--- src/rtl/demod_frame_pkg.sv ---
// Shared types and default parameters for the demodulator frame controller.
package demod_frame_pkg;

  typedef enum logic [1:0] {
    StHunt,
    StPayload,
    StCheck
  } state_e;

  localparam logic [31:0] DefSyncWord   = 32'h0000_EB90;
  localparam int unsigned DefSyncLen    = 16;
  localparam int unsigned DefFrameBytes = 32;
  localparam int unsigned DefMissMax    = 3;

endpackage

--- src/rtl/sync_word_det.sv ---
// Sync-word shift register and comparator, shared by frame hunt and per-frame sync checks.
module sync_word_det
  import demod_frame_pkg::*;
#(
  parameter logic [31:0] SYNC_WORD = DefSyncWord,
  parameter int unsigned SYNC_LEN  = DefSyncLen
) (
  input  logic clk,
  input  logic rst,
  input  logic strobe_i,
  input  logic bit_i,
  output logic match_o
);

  logic [SYNC_LEN-1:0] sr_q, sr_d;
  logic                unused_msb;

  assign sr_d       = {sr_q[SYNC_LEN-2:0], bit_i};
  assign unused_msb = sr_q[SYNC_LEN-1];

  // Compare the window that already contains this strobe's bit.
  assign match_o = strobe_i && (sr_d == SYNC_WORD[SYNC_LEN-1:0]);

  always_ff @(posedge clk or posedge rst) begin
    if (rst) begin
      sr_q <= '0;
    end else if (strobe_i) begin
      sr_q <= sr_d;
    end
  end

endmodule

--- src/rtl/demod_frame_ctrl.sv ---
// Frame synchroniser: hunts for the sync word, deframes payload bytes and flywheels through
// a bounded number of missed sync words before dropping lock.
module demod_frame_ctrl
  import demod_frame_pkg::*;
#(
  parameter logic [31:0] SYNC_WORD   = DefSyncWord,
  parameter int unsigned SYNC_LEN    = DefSyncLen,
  parameter int unsigned FRAME_BYTES = DefFrameBytes,
  parameter int unsigned MISS_MAX    = DefMissMax
) (
  input  logic       clk,
  input  logic       rst,
  input  logic       en_i,
  input  logic       demo_ser_i,
  input  logic       sync_flag_i,
  output logic [7:0] byte_o,
  output logic       byte_valid_o,
  output logic       frame_start_o,
  output logic       frame_end_o,
  output logic       locked_o,
  output logic       sync_err_o
);

  localparam logic [7:0] LastByte    = 8'(FRAME_BYTES - 1);
  localparam logic [4:0] LastSyncBit = 5'(SYNC_LEN - 1);
  localparam logic [2:0] MissLimit   = 3'(MISS_MAX);

  state_e     state_q;
  logic [4:0] bit_cnt_q;
  logic [7:0] byte_cnt_q;
  logic [2:0] miss_cnt_q;
  logic [6:0] byte_sr_q;
  logic [7:0] byte_q;
  logic       byte_valid_q, frame_start_q, frame_end_q, locked_q, sync_err_q;

  logic       sync_match;
  logic [7:0] byte_nxt;
  logic [2:0] miss_inc;
  logic       last_byte;

  sync_word_det #(
    .SYNC_WORD(SYNC_WORD),
    .SYNC_LEN (SYNC_LEN)
  ) u_sync_word_det (
    .clk     (clk),
    .rst     (rst),
    .strobe_i(sync_flag_i),
    .bit_i   (demo_ser_i),
    .match_o (sync_match)
  );

  assign byte_nxt  = {byte_sr_q, demo_ser_i};
  assign miss_inc  = miss_cnt_q + 3'd1;
  assign last_byte = (byte_cnt_q == LastByte);

  always_ff @(posedge clk or posedge rst) begin
    if (rst) begin
      state_q       <= StHunt;
      bit_cnt_q     <= '0;
      byte_cnt_q    <= '0;
      miss_cnt_q    <= '0;
      byte_sr_q     <= '0;
      byte_q        <= '0;
      byte_valid_q  <= 1'b0;
      frame_start_q <= 1'b0;
      frame_end_q   <= 1'b0;
      locked_q      <= 1'b0;
      sync_err_q    <= 1'b0;
    end else begin
      byte_valid_q  <= 1'b0;
      frame_start_q <= 1'b0;
      frame_end_q   <= 1'b0;
      sync_err_q    <= 1'b0;
      if (!en_i) begin
        state_q    <= StHunt;
        bit_cnt_q  <= '0;
        byte_cnt_q <= '0;
        miss_cnt_q <= '0;
        byte_sr_q  <= '0;
        locked_q   <= 1'b0;
      end else if (sync_flag_i) begin
        case (state_q)
          StHunt: begin
            if (sync_match) begin
              state_q    <= StPayload;
              locked_q   <= 1'b1;
              bit_cnt_q  <= '0;
              byte_cnt_q <= '0;
              miss_cnt_q <= '0;
              byte_sr_q  <= '0;
            end
          end
          StPayload: begin
            byte_sr_q <= byte_nxt[6:0];
            if (bit_cnt_q == 5'd7) begin
              byte_q        <= byte_nxt;
              byte_valid_q  <= 1'b1;
              frame_start_q <= (byte_cnt_q == 8'd0);
              frame_end_q   <= last_byte;
              bit_cnt_q     <= '0;
              if (last_byte) begin
                state_q    <= StCheck;
                byte_cnt_q <= '0;
              end else begin
                byte_cnt_q <= byte_cnt_q + 8'd1;
              end
            end else begin
              bit_cnt_q <= bit_cnt_q + 5'd1;
            end
          end
          StCheck: begin
            if (bit_cnt_q == LastSyncBit) begin
              bit_cnt_q <= '0;
              if (sync_match) begin
                miss_cnt_q <= '0;
                state_q    <= StPayload;
              end else begin
                sync_err_q <= 1'b1;
                if (miss_inc == MissLimit) begin
                  state_q    <= StHunt;
                  locked_q   <= 1'b0;
                  miss_cnt_q <= '0;
                end else begin
                  // Flywheel: trust frame timing and keep deframing.
                  miss_cnt_q <= miss_inc;
                  state_q    <= StPayload;
                end
              end
            end else begin
              bit_cnt_q <= bit_cnt_q + 5'd1;
            end
          end
          default: state_q <= StHunt;
        endcase
      end
    end
  end

  assign byte_o        = byte_q;
  assign byte_valid_o  = byte_valid_q;
  assign frame_start_o = frame_start_q;
  assign frame_end_o   = frame_end_q;
  assign locked_o      = locked_q;
  assign sync_err_o    = sync_err_q;

endmodule

--- config.mk ---
export PLATFORM = sky130hd
export DESIGN_NAME = demod_frame_ctrl
export DESIGN_NICKNAME = d
export VERILOG_FILES = /design/src/rtl/demod_frame_pkg.sv /design/src/rtl/sync_word_det.sv /design/src/rtl/demod_frame_ctrl.sv
export SDC_FILE = /design/constraint.sdc
export NUM_CORES = 1
export LEC_CHECK = 0
export ABC_AREA = 1
export BUFFER_PORTS_ARGS = -buffer_cell sky130_fd_sc_hd__buf_2
export CORE_MARGIN = 2
export CORE_UTILIZATION = 37
export CTS_BUF_LIST = sky130_fd_sc_hd__clkbuf_2
export CTS_CLUSTER_DIAMETER = 50
export DETAILED_ROUTE_END_ITERATION = 8
export PLACE_DENSITY = 0.51
export SETUP_SLACK_MARGIN = 0.02
export SYNTH_ARGS = -nofsm -noshare
export SYNTH_HDL_FRONTEND = slang
export SYNTH_SLANG_ARGS = --single-unit
--- constraint.sdc ---
create_clock -name clk -period 2.5 [get_ports clk]
set_clock_uncertainty 0.2 [all_clocks]
set_input_delay 0.125 -clock clk [delete_from_list [all_inputs] [get_ports clk]]
set_output_delay 0.125 -clock clk [all_outputs]
set_load 0.02 [all_outputs]
# ---- Yosys cells after proc, flatten, opt, wreduce, memory -nomap -nowiden
# Index checks and enable logic that the tools add are counted.
dict set report totals {
  memories 0
  out_inout_bits 13
  input_bits 5
  ram_bits 0
  elab_cells 98
  rom_bits 0
  latchBits 0
  ff_bits 53
}
dict set report op_classes {
  multipliers 0
  n_bitwise 0
  n_addsub 3
  mux 56
  order_cmp 0
  n_eq_ne 17
  reduce_logical 10
  shift 0
  div_mod_pow 0
}
# operator n
set ops {}
lappend ops {{8-bit 2-to-1 mux} 5}
lappend ops {{1-bit 2-to-1 mux} 25}
lappend ops {{5-bit 2-to-1 mux} 5}
lappend ops {{7-bit 2-to-1 mux} 3}
lappend ops {{3-bit 2-to-1 mux} 6}
lappend ops {{3-bit inequality test (second input constant)} 6}
lappend ops {{16-bit == test (second input constant)} 1}
lappend ops {{8-bit one-hot mux with 2 select lines} 1}
lappend ops {{5-bit one-hot mux with 3 select lines} 1}
lappend ops {{7-bit one-hot mux with 2 select lines} 1}
lappend ops {{2-bit 2-to-1 mux} 6}
lappend ops {{4-bit AND reduction} 3}
lappend ops {{8-bit by 1-bit adder with 8-bit output (second input constant)} 1}
lappend ops {{8-bit by 5-bit == test with 1-bit output (second input constant)} 1}
lappend ops {{8-bit logical NOT} 1}
lappend ops {{3-bit by 1-bit inequality test with 1-bit output (second input constant)} 2}
lappend ops {{2-bit one-hot mux with 3 select lines} 1}
lappend ops {{3-bit one-hot mux with 2 select lines} 1}
lappend ops {{3-bit AND reduction} 2}
lappend ops {{6-bit AND reduction} 1}
lappend ops {{5-bit by 1-bit adder with 5-bit output (second input constant)} 1}
lappend ops {{5-bit by 3-bit == test with 1-bit output (second input constant)} 1}
lappend ops {{5-bit by 4-bit == test with 1-bit output (second input constant)} 1}
lappend ops {{5-bit AND reduction} 1}
lappend ops {{9 further kinds} 9}

# ---- Depth between registers and ports, before layout
# Gate-level depths: netlist (run 1).
dict set report depth {
  depth_word 8
  ltp_mapped 12
  mapped_depth_nobuf 11
}

# ---- Cells and area by module
# A second synthesis (run 1) with hierarchy kept.
dict set report hier_totals {
  cells_unflattened 326
  hier_area_um2 2726.4
}
# module n_inst area_per_inst_um2 seq_area_each_um2 cells_each
set by_module_without_submodules {}
lappend by_module_without_submodules {demod_frame_ctrl 1 2093.3 950.9 256}
lappend by_module_without_submodules {sync_word_det 1 633.1 375.4 70}

# ---- Worst setup path after synthesis (run 1)
# Ideal clock, no wire load.
dict set report synth_timing {
  path_type {reg2reg}
  from {reg bit_cnt_q[0]}
  to {reg bit_cnt_q[2]}
  path_stages_with_launch 11
  required_ps 2223
  synth_period_minus_slack_ps 1909
  arrival_ps 1633
  slack_ps 591
  setup_ps 77
  path_buffers 0
  cell_sequence {dfrtp_1 -> ha_1 -> nand2_2 -> nor2_1 -> ha_1 -> inv_1 -> nand2_1 -> nand2_1 -> nand2_1 -> or3b_1 -> o21ai_1}
}
dict set report synth_via {
  elab_chain_len 5
  elab_cells_between_ends 8
  classes_between {add/sub: 1; eq/ne: 2; mux: 5}
}
# element line_no
set synth_lines {}
lappend synth_lines {{start, declared} demod_frame_ctrl.sv:29} ;# logic [4:0] bit_cnt_q;
lappend synth_lines {{start signal, assigned} demod_frame_ctrl.sv:108} ;# bit_cnt_q <= bit_cnt_q + 5'd1;
lappend synth_lines {{start signal, assigned} demod_frame_ctrl.sv:130} ;# bit_cnt_q <= bit_cnt_q + 5'd1;
lappend synth_lines {{5-bit by 1-bit adder with 5-bit output, or another cell as far along} {demod_frame_ctrl.sv:108, demod_frame_ctrl.sv:130}}
lappend synth_lines {{5-bit 2-to-1 mux (on tied branches)} {demod_frame_ctrl.sv:112, demod_frame_ctrl.sv:95}}
lappend synth_lines {{5-bit one-hot mux with 3 select lines (*)} demod_frame_ctrl.sv:82} ;# case (state_q)
lappend synth_lines {{5-bit 2-to-1 mux (*)} demod_frame_ctrl.sv:81} ;# end else if (sync_flag_i) begin
lappend synth_lines {{5-bit 2-to-1 mux (*)} demod_frame_ctrl.sv:74} ;# if (!en_i) begin
# Mark *: on every way between the ends. The rest lies on a longest branch, timed or not. The select of a mux whose other input is x is not followed.
# A chain may end at the register's enable or synchronous reset.

# ---- Worst setup path after layout (run 1)
dict set report layout_timing {
  from {reg bit_cnt_q[0]}
  to {reg bit_cnt_q[3]}
}
# The elaborated chain is that of the path after synthesis.

==> results of run 1 <==
## worst max path at each step
stage | start | to | depth (start not counted)
4_1_cts | bit_cnt_q[0] | bit_cnt_q[3] | 11
5_1_grt | bit_cnt_q[0] | bit_cnt_q[1] | 11
6_report | bit_cnt_q[0] | bit_cnt_q[3] | 11
3_5_place_dp | bit_cnt_q[0] | bit_cnt_q[3] | 11
3_3_place_gp | bit_cnt_q[0] | bit_cnt_q[3] | 11
2_1_floorplan | bit_cnt_q[0] | bit_cnt_q[2] | 10
## power by group through the flow
| stage | registers [W] | logic [W] | clock network, W |
|---|---|---|---|
| finish | 0.00102 | 0.000608 | 0.000451 |
| global route | 0.00103 | 0.000710 | 0.000513 |
| CTS | 0.00101 | 0.000622 | 0.000484 |
| detailed placement | 0.00103 | 0.000611 | 0 |
| global placement | 0.00103 | 0.000605 | 0 |
| floorplan | 0.00102 | 0.000512 | 0 |
## through the flow
step | worst slack (ns) | util, % | hold WS [ns] | total power [W]
2_1_floorplan | 0.591 | - | 0.0418 | 0.00153
3_3_place_gp | 0.501 | 40.4 | -0.00506 | 0.00163
3_5_place_dp | 0.443 | 40.4 | -0.00237 | 0.00164
4_1_cts | 0.371 | 42.3 | 0.243 | 0.00212
5_1_grt | 0.227 | 42.3 | 0.239 | 0.00225
6_report | 0.400 | 42.3 | 0.293 | 0.00207
## worst reg2reg max path: stages, from the launching register on
cell and delay, ns:
dfrtp_1 0.48, ha_1 0.23, nand2_2 0.10, nor2_1 0.07, ha_1 0.17, inv_1 0.07
nand2_1 0.10, nand2_1 0.08, nand2_1 0.06, a21oi_1 0.23, nand3_1 0.10, o21ai_1 0.16
## layout make-up
type,instances,area (um2)
Clock buffer,6,30.0
Clock inverter,2,38.8
Fill cell,737,4180
Inverter,44,165
Multi-Input combinational cell,229,1210
Sequential cell,53,1330
Tap cell,99,124
Timing Repair Buffer,25,175
## logic make-up (layout without fill, tap and decap cells)
kind of cell	count (synthesis)	after routing	share of synthesized area [%]
flip-flops	53	53	48.1
AND/OR/NAND/NOR	169	169	27.3
AO/OA/AOI/OAI	46	46	10.6
adder cells (fa/ha/maj)	11	11	4.99
XOR/XNOR	3	3	0.952
buffers and inverters	52	77	8.07
## cells in the final DEF, fill, tap and decap left out, drive strengths merged, types with 2 or more instances in the layout
| cell type | instances |
|---|---|
| nand2 | 113 |
| dfrtp | 53 |
| inv | 43 |
| o21ai | 38 |
| nor2 | 27 |
| buf | 18 |
| nand3 | 16 |
| ha | 11 |
| dlygate4sd3 | 7 |
| clkbuf | 6 |
| a21oi | 5 |
| nor3 | 5 |
| nand4 | 4 |
| xnor2 | 2 |
| clkinv | 2 |
| or2 | 2 |
## sequential cells by signal, indices dropped and copies added, names as in the netlist
| name | count |
|---|---|
| sync_err_o | 1 |
| frame_end_o | 1 |
| miss_cnt_q | 3 |
| frame_start_o | 1 |
| locked_o | 1 |
| bit_cnt_q | 5 |
| byte_o | 8 |
| state_q | 2 |
| byte_valid_o | 1 |
| byte_sr_q | 7 |
| byte_cnt_q | 8 |
| u_sync_word_det.sr_q | 15 |
## what timing repair did
item,4_1_cts,5_1_grt
endpoints found under the hold margin,79,0
hold buffers,7,0
gates resized for setup,0,0
## per-layer routing
metal	track usage [%]	part of all wire (%)	wire (um)
met1	18.6	52	2600
met2	22.9	45	2240
met3	2.84	2.7	135
met4	3.85	0.99	50
met5	0	0	0
==> results.json, run 1 <==
{
  "cts_max_path_buffers": 2,
  "setup.worst_path.class": "register to register",
  "path_clk_slew_ns": 0.28,
  "cpMaxStageDelayCell": "dfrtp_1",
  "yosysSeqAreaShare_pct": 48.1,
  "gp_congestion": 0.779,
  "path_cells": "ha_1 -> nand2_2 -> nor2_1 -> ha_1 -> inv_1 -> nand2_1 -> nand2_1 -> nand2_1 -> a21oi_1 -> nand3_1 -> o21ai_1",
  "num_antenna_cells": 0,
  "grt_use_total_pct": 13.9,
  "cap_violations": 0,
  "ys_types": 35,
  "grt_overflow_total": 0,
  "place.port_buffers": 17,
  "nets": 374,
  "critPathBufInv": 1,
  "post-dp-hpwl_um": 3560,
  "grt_max_degree": 31,
  "remaining_drc_errors": 0,
  "synth_cells": 334,
  "rsz0062_at_grt": "false",
  "p_int_w": 0.00131,
  "pwr-share-seq_pct": 48.9,
  "coreArea_um2": 7250,
  "grt_pass1_wl_um": 9430,
  "synth_edf_count": 0,
  "irDropWorstVdd_mv": 0.273,
  "cp_top_family": "simple AND/OR/NAND/NOR gates",
  "final_cells": 458,
  "clock_sinks": 53,
  "synth_area_leaders": "dfrtp_1 48%, nand2_1 15%, inv_1 5.3%, ha_1 5.0%, o21ai_2 4.8%",
  "r2r_cells": 11,
  "yosysTopAreaCell": "dfrtp_1",
  "drt-pass1-iter-count": 4,
  "ys_ff_latch": 53,
  "post_route_cells_drive_above_1_share_pct": 17.3,
  "clk_latency_ns": 0.42,
  "rrSetupSlack_ns": 0.40,
  "fp.dieW_um": 90.4,
  "switchingPower_w": 0.000769,
  "post-cts-setup-buffer-count": 0,
  "die-area_um2": 8170,
  "reg2reg_from": "bit_cnt_q[0]",
  "synth_area_um2": 2760,
  "p_per_area_nw_per_um2": 676,
  "syn_to_final_growth_pct": 11.2,
  "initial_core_util_pct": 38.1,
  "period_needed_ns": 2.10,
  "max_freq_mhz": 476,
  "wire_per_inst_um": 11.0,
  "r2r-end": "bit_cnt_q[3]",
  "max_stage_delay_ns": 0.48,
  "async_reset_ff_share_pct": 100,
  "synth_fp_nets": 350,
  "power_leakage_nw": 1.50,
  "drt_wl_total_um": 5030,
  "ant_nets": 0,
  "dp_cells": 443,
  "placed_cell_area_um2": 2930,
  "cp.required_ns": 2.66,
  "critPathArrivalTime_ns": 2.26,
  "cts_tree": "done",
  "p_clk_share_pct": 21.8,
  "final_area_um2": 3070,
  "combPwrFrac_pct": 29.3,
  "dieHeight_um": 90.4,
  "drt_iter0_markers": 115,
  "grt_pass1_vias": 2089,
  "dr_total_vias": 2090,
  "hp-class": "input port to register",
  "worstSetupStartpointType": "register",
  "synth_common_cells": "107 x nand2_1, 53 x dfrtp_1, 39 x inv_1",
  "swShare_pct": 37.1,
  "viasPerCell": 4.56,
  "report.final.slew_viol_count": 0,
  "rows": 31,
  "cts_buffers": 5,
  "tightest_slew_ns": 0.511,
  "synth_most_common_cell": "nand2_1",
  "timing.slew.headroom_pct": 65.9,
  "min-delay-start": "demo_ser_i",
  "hold_end": "byte_o[0]",
  "cp-end-kind": "register",
  "fin_tns_setup_ns": 0,
  "status": "complete, no violations",
  "hold_viol_final": 0,
  "finalCritPeriodShare_pct": 84.0,
  "grt_antenna_before_repair": 0,
  "cp_max_fo": 5,
  "setup_viol": 0,
  "clockRootBuffer": "clkbuf_2",
  "yosysTopAreaCellShare_pct": 48.1,
  "yosys_warnings": 0,
  "avgSynthCellArea_um2": 8.26,
  "htree_levels": 2,
  "yosys_most_used_dff": "dfrtp_1",
  "cp_common_cell": "nand2_1",
  "whs_path_depth": 4,
  "io-pin-count": 18
}
Power figures use the tool's default switching activity.
==> run 2: changes to the inputs <==
- ABC_AREA: 1 -> 0
- PLACE_DENSITY: 0.51 -> 0.53
- clock period: 2.5 -> 1.8 ns (I/O delays scaled with it)
==> results.json, run 2 <==
{
  "final_cells": 452,
  "r2r-end": "state_q[0]",
  "max_stage_delay_ns": 0.52,
  "post-dp-hpwl_um": 4320,
  "hold_viol_final": 0,
  "path_clk_slew_ns": 0.28,
  "num_antenna_cells": 0,
  "post_route_cells_drive_above_1_share_pct": 54.4,
  "violations": "setup timing",
  "ys_ff_latch": 53,
  "irDropWorstVdd_mv": 0.651,
  "cp-end-kind": "register",
  "synth_cells": 246,
  "htree_levels": 2,
  "rrSetupSlack_ns": -0.51,
  "placed_cell_area_um2": 3500,
  "synth_top_family_by_area": "simple AND/OR/NAND/NOR gates",
  "nFillCells": 639,
  "fp.dieW_um": 89.6,
  "die-area_um2": 8030,
  "synth_area_um2": 2710,
  "regMostFlops": "u_sync_word_det.sr_q",
  "place.port_buffers": 17,
  "reg2reg_from": "u_sync_word_det.sr_q[0]",
  "wire_per_inst_um": 14.6,
  "yosys_most_used_dff": "dfrtp_1",
  "synth_edf_count": 0,
  "final_cell_mix": "79 x buf_4, 52 x dfrtp_1, 23 x mux2_2",
  "coreArea_um2": 7180,
  "synth_fa_ha_area_share_pct": 5.07,
  "yosysTopAreaCellShare_pct": 48.9,
  "hold_end": "u_sync_word_det.sr_q[11]",
  "drt_wl_total_um": 6620,
  "grt_antenna_before_repair": 0,
  "cts_max_path_buffers": 2,
  "pwr-share-seq_pct": 42.1,
  "setup.worst_path.class": "register to register",
  "grt_max_degree": 54,
  "cts_buffers": 5,
  "finalCritPeriodShare_pct": 128,
  "grt_overflow_total": 0,
  "viasPerCell": 4.94,
  "cp.required_ns": 1.96,
  "hp-class": "input port to register",
  "yosysSeqAreaShare_pct": 48.9,
  "cp_max_fo": 4,
  "io-pin-count": 18,
  "yosys_warnings": 0,
  "cap_violations": 0,
  "clock_sinks": 53,
  "avgSynthCellArea_um2": 11.0,
  "min-delay-start": "sync_flag_i",
  "cp_top_family": "simple AND/OR/NAND/NOR gates",
  "max_freq_mhz": 433,
  "async_reset_ff_share_pct": 100,
  "nets": 368,
  "initial_core_util_pct": 37.8,
  "power_leakage_nw": 1.94,
  "report.final.slew_viol_count": 0,
  "synth_fp_nets": 262,
  "synth-simple-area-share_pct": 17.1,
  "synth_xor_area_share_pct": 0,
  "final_area_um2": 4060,
  "synth_most_common_cell": "dfrtp_1",
  "cpMaxStageDelayCell": "or4b_4",
  "status": "finished with violations",
  "worstSetupStartpointType": "register",
  "dr_total_vias": 2235,
  "critPathArrivalTime_ns": 2.47,
  "period_needed_ns": 2.31,
  "largest_register_ffs": 15,
  "drt-pass1-iter-count": 4,
  "synth.area.mux_share_pct": 13.7,
  "clockRootBuffer": "clkbuf_2",
  "fin_ws_ns": -0.508,
  "drt_iter0_markers": 79,
  "rsz0062_at_grt": "true",
  "remaining_drc_errors": 0,
  "switchingPower_w": 0.00115,
  "timing.slew.headroom_pct": 68.4,
  "ys_types": 48,
  "grt_pass1_vias": 2303,
  "grt_use_total_pct": 17.9,
  "rows": 31,
  "synth_common_cells": "53 x dfrtp_1, 32 x mux2_2, 16 x nand2_1",
  "r2r_cells": 7,
  "clk_latency_ns": 0.44,
  "p_clk_share_pct": 18.6,
  "dieHeight_um": 89.6,
  "p_per_area_nw_per_um2": 851,
  "p_int_w": 0.00231,
  "dp_cells": 420,
  "grt_pass1_wl_um": 11100,
  "gp_congestion": 0.842,
  "setup_viol": 36,
  "combPwrFrac_pct": 39.4,
  "path_cells": "or4b_4 -> nor4_4 -> buf_4 -> buf_6 -> a221oi_4 -> nor2_2 -> mux2_4",
  "yosysTopAreaCell": "dfrtp_1",
  "synth_area_leaders": "dfrtp_1 49%, mux2_2 13%, ha_1 5.1%, and3_1 2.5%, nand3_1 2.4%",
  "syn_to_final_growth_pct": 49.8,
  "whs_path_depth": 3,
  "swShare_pct": 33.1,
  "tightest_slew_ns": 0.468,
  "final_common_cell": "buf_4",
  "ant_nets": 0,
  "synth_compound_area_share_pct": 11.6,
  "cts_tree": "done",
  "critPathBufInv": 2
}
## run 2: cell families after synthesis
kind of cell    Yosys count
compound gates           44
mux                      33
flops                    53
buf+inv                  26
simple gates             79
fa+ha+maj                11
## run 2: power groups by stage
stage	clock network, W	registers (W)	logic (W)
floorplan	0	0.00147	0.000550
global placement	0	0.00147	0.00110
detailed placement	0	0.00147	0.00111
CTS	0.000653	0.00146	0.00122
global route	0.000700	0.00148	0.00148
finish	0.000643	0.00145	0.00136
## run 2: how the worst max path moves through the flow
stage | endpoint | cells past startpoint | start
3_3_place_gp | byte_sr_q[0] | 6 | u_sync_word_det.sr_q[0]
6_report | state_q[0] | 7 | u_sync_word_det.sr_q[0]
5_1_grt | miss_cnt_q[1] | 5 | u_sync_word_det.sr_q[0]
4_1_cts | miss_cnt_q[1] | 5 | u_sync_word_det.sr_q[0]
2_1_floorplan | byte_cnt_q[6] | 6 | u_sync_word_det.sr_q[0]
3_5_place_dp | byte_cnt_q[5] | 6 | u_sync_word_det.sr_q[0]
## run 2: repair_timing
item                                   in CTS  in global routing
buffers inserted                           14                  6
gates cloned                                1                  0
setup endpoints to repair                  37                 38
gates resized for setup                    31                 33
pin swaps                                   8                  8
endpoints found under the hold margin      68                  0
hold buffers                                5                  0
## run 2: worst reg2reg max path, cell delays in order, from the launching register on
cell and delay, ns:
dfrtp_1 0.45, or4b_4 0.52, nor4_4 0.24, buf_4 0.20, buf_6 0.11, a221oi_4 0.07
nor2_2 0.14, mux2_4 0.31
## run 2: through the flow
step	total power [W]	util, %	setup TNS (ns)	worst slack (ns)	hold slack (ns)
finish	0.00346	56.6	-12.79	-0.508	0.0634
global route	0.00366	56.6	-16.27	-0.625	0.0273
CTS	0.00333	54.2	-12.90	-0.523	0.0368
detailed placement	0.00258	48.8	-13.29	-0.490	-0.0335
global placement	0.00257	48.8	-12.44	-0.440	-0.0369
floorplan	0.00202	-	-9.70	-0.445	0.0416
## run 2: layout make-up
| type | count | area, um2 | area share (%) |
|---|---|---|---|
| Inverter | 14 | 52.6 | 1.29 |
| Sequential cell | 53 | 1330 | 32.7 |
| Clock buffer | 6 | 30.0 | 0.739 |
| Timing Repair Buffer | 111 | 866 | 21.3 |
| Multi-Input combinational cell | 167 | 1620 | 40.0 |
| Tap cell | 99 | 124 | 3.05 |
| Clock inverter | 2 | 38.8 | 0.955 |
## run 2: layer usage
layer	part of all wire (%)	global-route usage, %	vias to the layer above	routed length [um]
met5	0	0	-	0
met4	1.8	5.43	0	120
met3	2.5	3.02	11	164
met2	48	28.1	27	3190
met1	48	25.3	1091	3150
li1	-	-	1106	-
==> run 3: changes to the inputs <==
- RECOVER_POWER: not set -> 25
==> results.json, run 3 (same netlist as run 2, synthesis figures left out) <==
{
  "grt_pass1_wl_um": 11100,
  "rows": 31,
  "dieHeight_um": 89.6,
  "period_needed_ns": 2.31,
  "grt_antenna_before_repair": 0,
  "dr_total_vias": 2227,
  "final_cells": 452,
  "htree_levels": 2,
  "critPathArrivalTime_ns": 2.47,
  "fp.dieW_um": 89.6,
  "min-delay-start": "sync_flag_i",
  "crit_start": "u_sync_word_det.sr_q[0]",
  "grt_max_degree": 54,
  "final_cell_mix": "71 x buf_4, 52 x dfrtp_1, 23 x mux2_2",
  "largest_register_ffs": 15,
  "hp-class": "input port to register",
  "worstSetupStartpointType": "register",
  "grt_use_total_pct": 17.9,
  "cp.required_ns": 1.96,
  "reg2reg_from": "u_sync_word_det.sr_q[0]",
  "place.port_buffers": 17,
  "rrSetupSlack_ns": -0.51,
  "power_leakage_nw": 1.93,
  "report.final.slew_viol_count": 0,
  "status": "finished with violations",
  "drt-pass1-iter-count": 4,
  "violations": "setup timing",
  "tightest_slew_ns": 0.739,
  "nets": 368,
  "final_area_um2": 4050,
  "hold_viol_final": 0,
  "cap_violations": 0,
  "setup_viol": 36,
  "setup.worst_path.class": "register to register",
  "regMostFlops": "u_sync_word_det.sr_q",
  "path_clk_slew_ns": 0.28,
  "remaining_drc_errors": 0,
  "cts_buffers": 5,
  "final_common_cell": "buf_4",
  "gp_congestion": 0.842,
  "ant_nets": 0,
  "clockRootBuffer": "clkbuf_2",
  "grt_overflow_total": 0,
  "post-dp-hpwl_um": 4320,
  "cp_max_fo": 4,
  "clock_sinks": 53,
  "clk_latency_ns": 0.44,
  "io-pin-count": 18,
  "initial_core_util_pct": 37.8,
  "cts_max_path_buffers": 2,
  "pre_cts_ws_ns": -0.490,
  "cp-end-kind": "register",
  "timing.slew.headroom_pct": 50.7,
  "wire_per_inst_um": 14.7,
  "viasPerCell": 4.93,
  "irDropWorstVdd_mv": 0.645,
  "placed_cell_area_um2": 3500,
  "finalCritPeriodShare_pct": 128,
  "max_freq_mhz": 433,
  "coreArea_um2": 7180,
  "drt_wl_total_um": 6630,
  "die-area_um2": 8030,
  "syn_to_final_growth_pct": 49.3,
  "num_antenna_cells": 0,
  "total_power_w": 0.00345,
  "rsz0062_at_grt": "true",
  "p_per_area_nw_per_um2": 851,
  "dp_cells": 420,
  "cts_tree": "done",
  "hold-worst-slack_ns": 0.0660,
  "drt_iter0_markers": 89,
  "fin_ws_ns": -0.508,
  "post_route_cells_drive_above_1_share_pct": 54.1,
  "grt_pass1_vias": 2303
}
-- run 3: per-stage QoR --
| stage | util [%] | setup TNS, ns |
|---|---|---|
| 2_1_floorplan | - | -9.70 |
| 3_3_place_gp | 48.8 | -12.44 |
| 6_report | 56.4 | -12.76 |
| 5_1_grt | 56.4 | -16.29 |
| 3_5_place_dp | 48.8 | -13.29 |
| 4_1_cts | 54.2 | -12.90 |
-- run 3: cell type report --
| cell class | instances | area (um2) |
|---|---|---|
| clock buffer | 6 | 30.0 |
| inverter | 14 | 52.6 |
| clock inverter | 2 | 38.8 |
| timing repair buffer | 111 | 853 |
| multi-input combinational | 167 | 1620 |
| sequential | 53 | 1330 |
| fill | 640 | 3130 |
| tap | 99 | 124 |
-- run 3: final timing paths --
kind                                                  to  depth (start not counted)
worst min register to register  u_sync_word_det.sr_q[14]                          1
worst max register to register                state_q[0]                          7
max in group asynchronous                     state_q[1]                          5
min in group asynchronous                      byte_o[3]                          5
worst max-delay path                          state_q[0]                          7
worst min-delay path            u_sync_word_det.sr_q[11]                          3
-- run 3: critical path, stage by stage, from the launching register on --
cell and delay, ns:
dfrtp_1 0.45, or4b_4 0.52, nor4_4 0.24, buf_4 0.20, buf_6 0.10, a221oi_4 0.06
nor2_2 0.14, mux2_4 0.31
-- run 3: what timing repair did --
| action | 4_1_cts | 5_1_grt |
|---|---|---|
| endpoints found under the setup margin | 37 | 38 |
| hold buffers | 5 | 0 |
| pin swaps | 8 | 8 |
| buffers inserted | 14 | 6 |
| hold endpoints to repair | 68 | 0 |
| cloned | 1 | 0 |
| resized for setup | 31 | 33 |
-- run 3: per-layer routing --
layer  GRT usage [%]  wire length [um]  vias to the layer above
met5               0                 0                        -
met4            5.43               120                        0
met3            3.02               153                       11
li1                -                 -                     1107
met2            28.1              3210                       21
met1            25.3              3150                     1088
-- run 3: where the power goes --
group / leakage, nW / switching (W) / internal (W)
combinational: 1.18 / 0.000645 / 0.000708
sequential: 0.705 / 0.000101 / 0.00135
clock: 0.0432 / 0.000398 / 0.000244
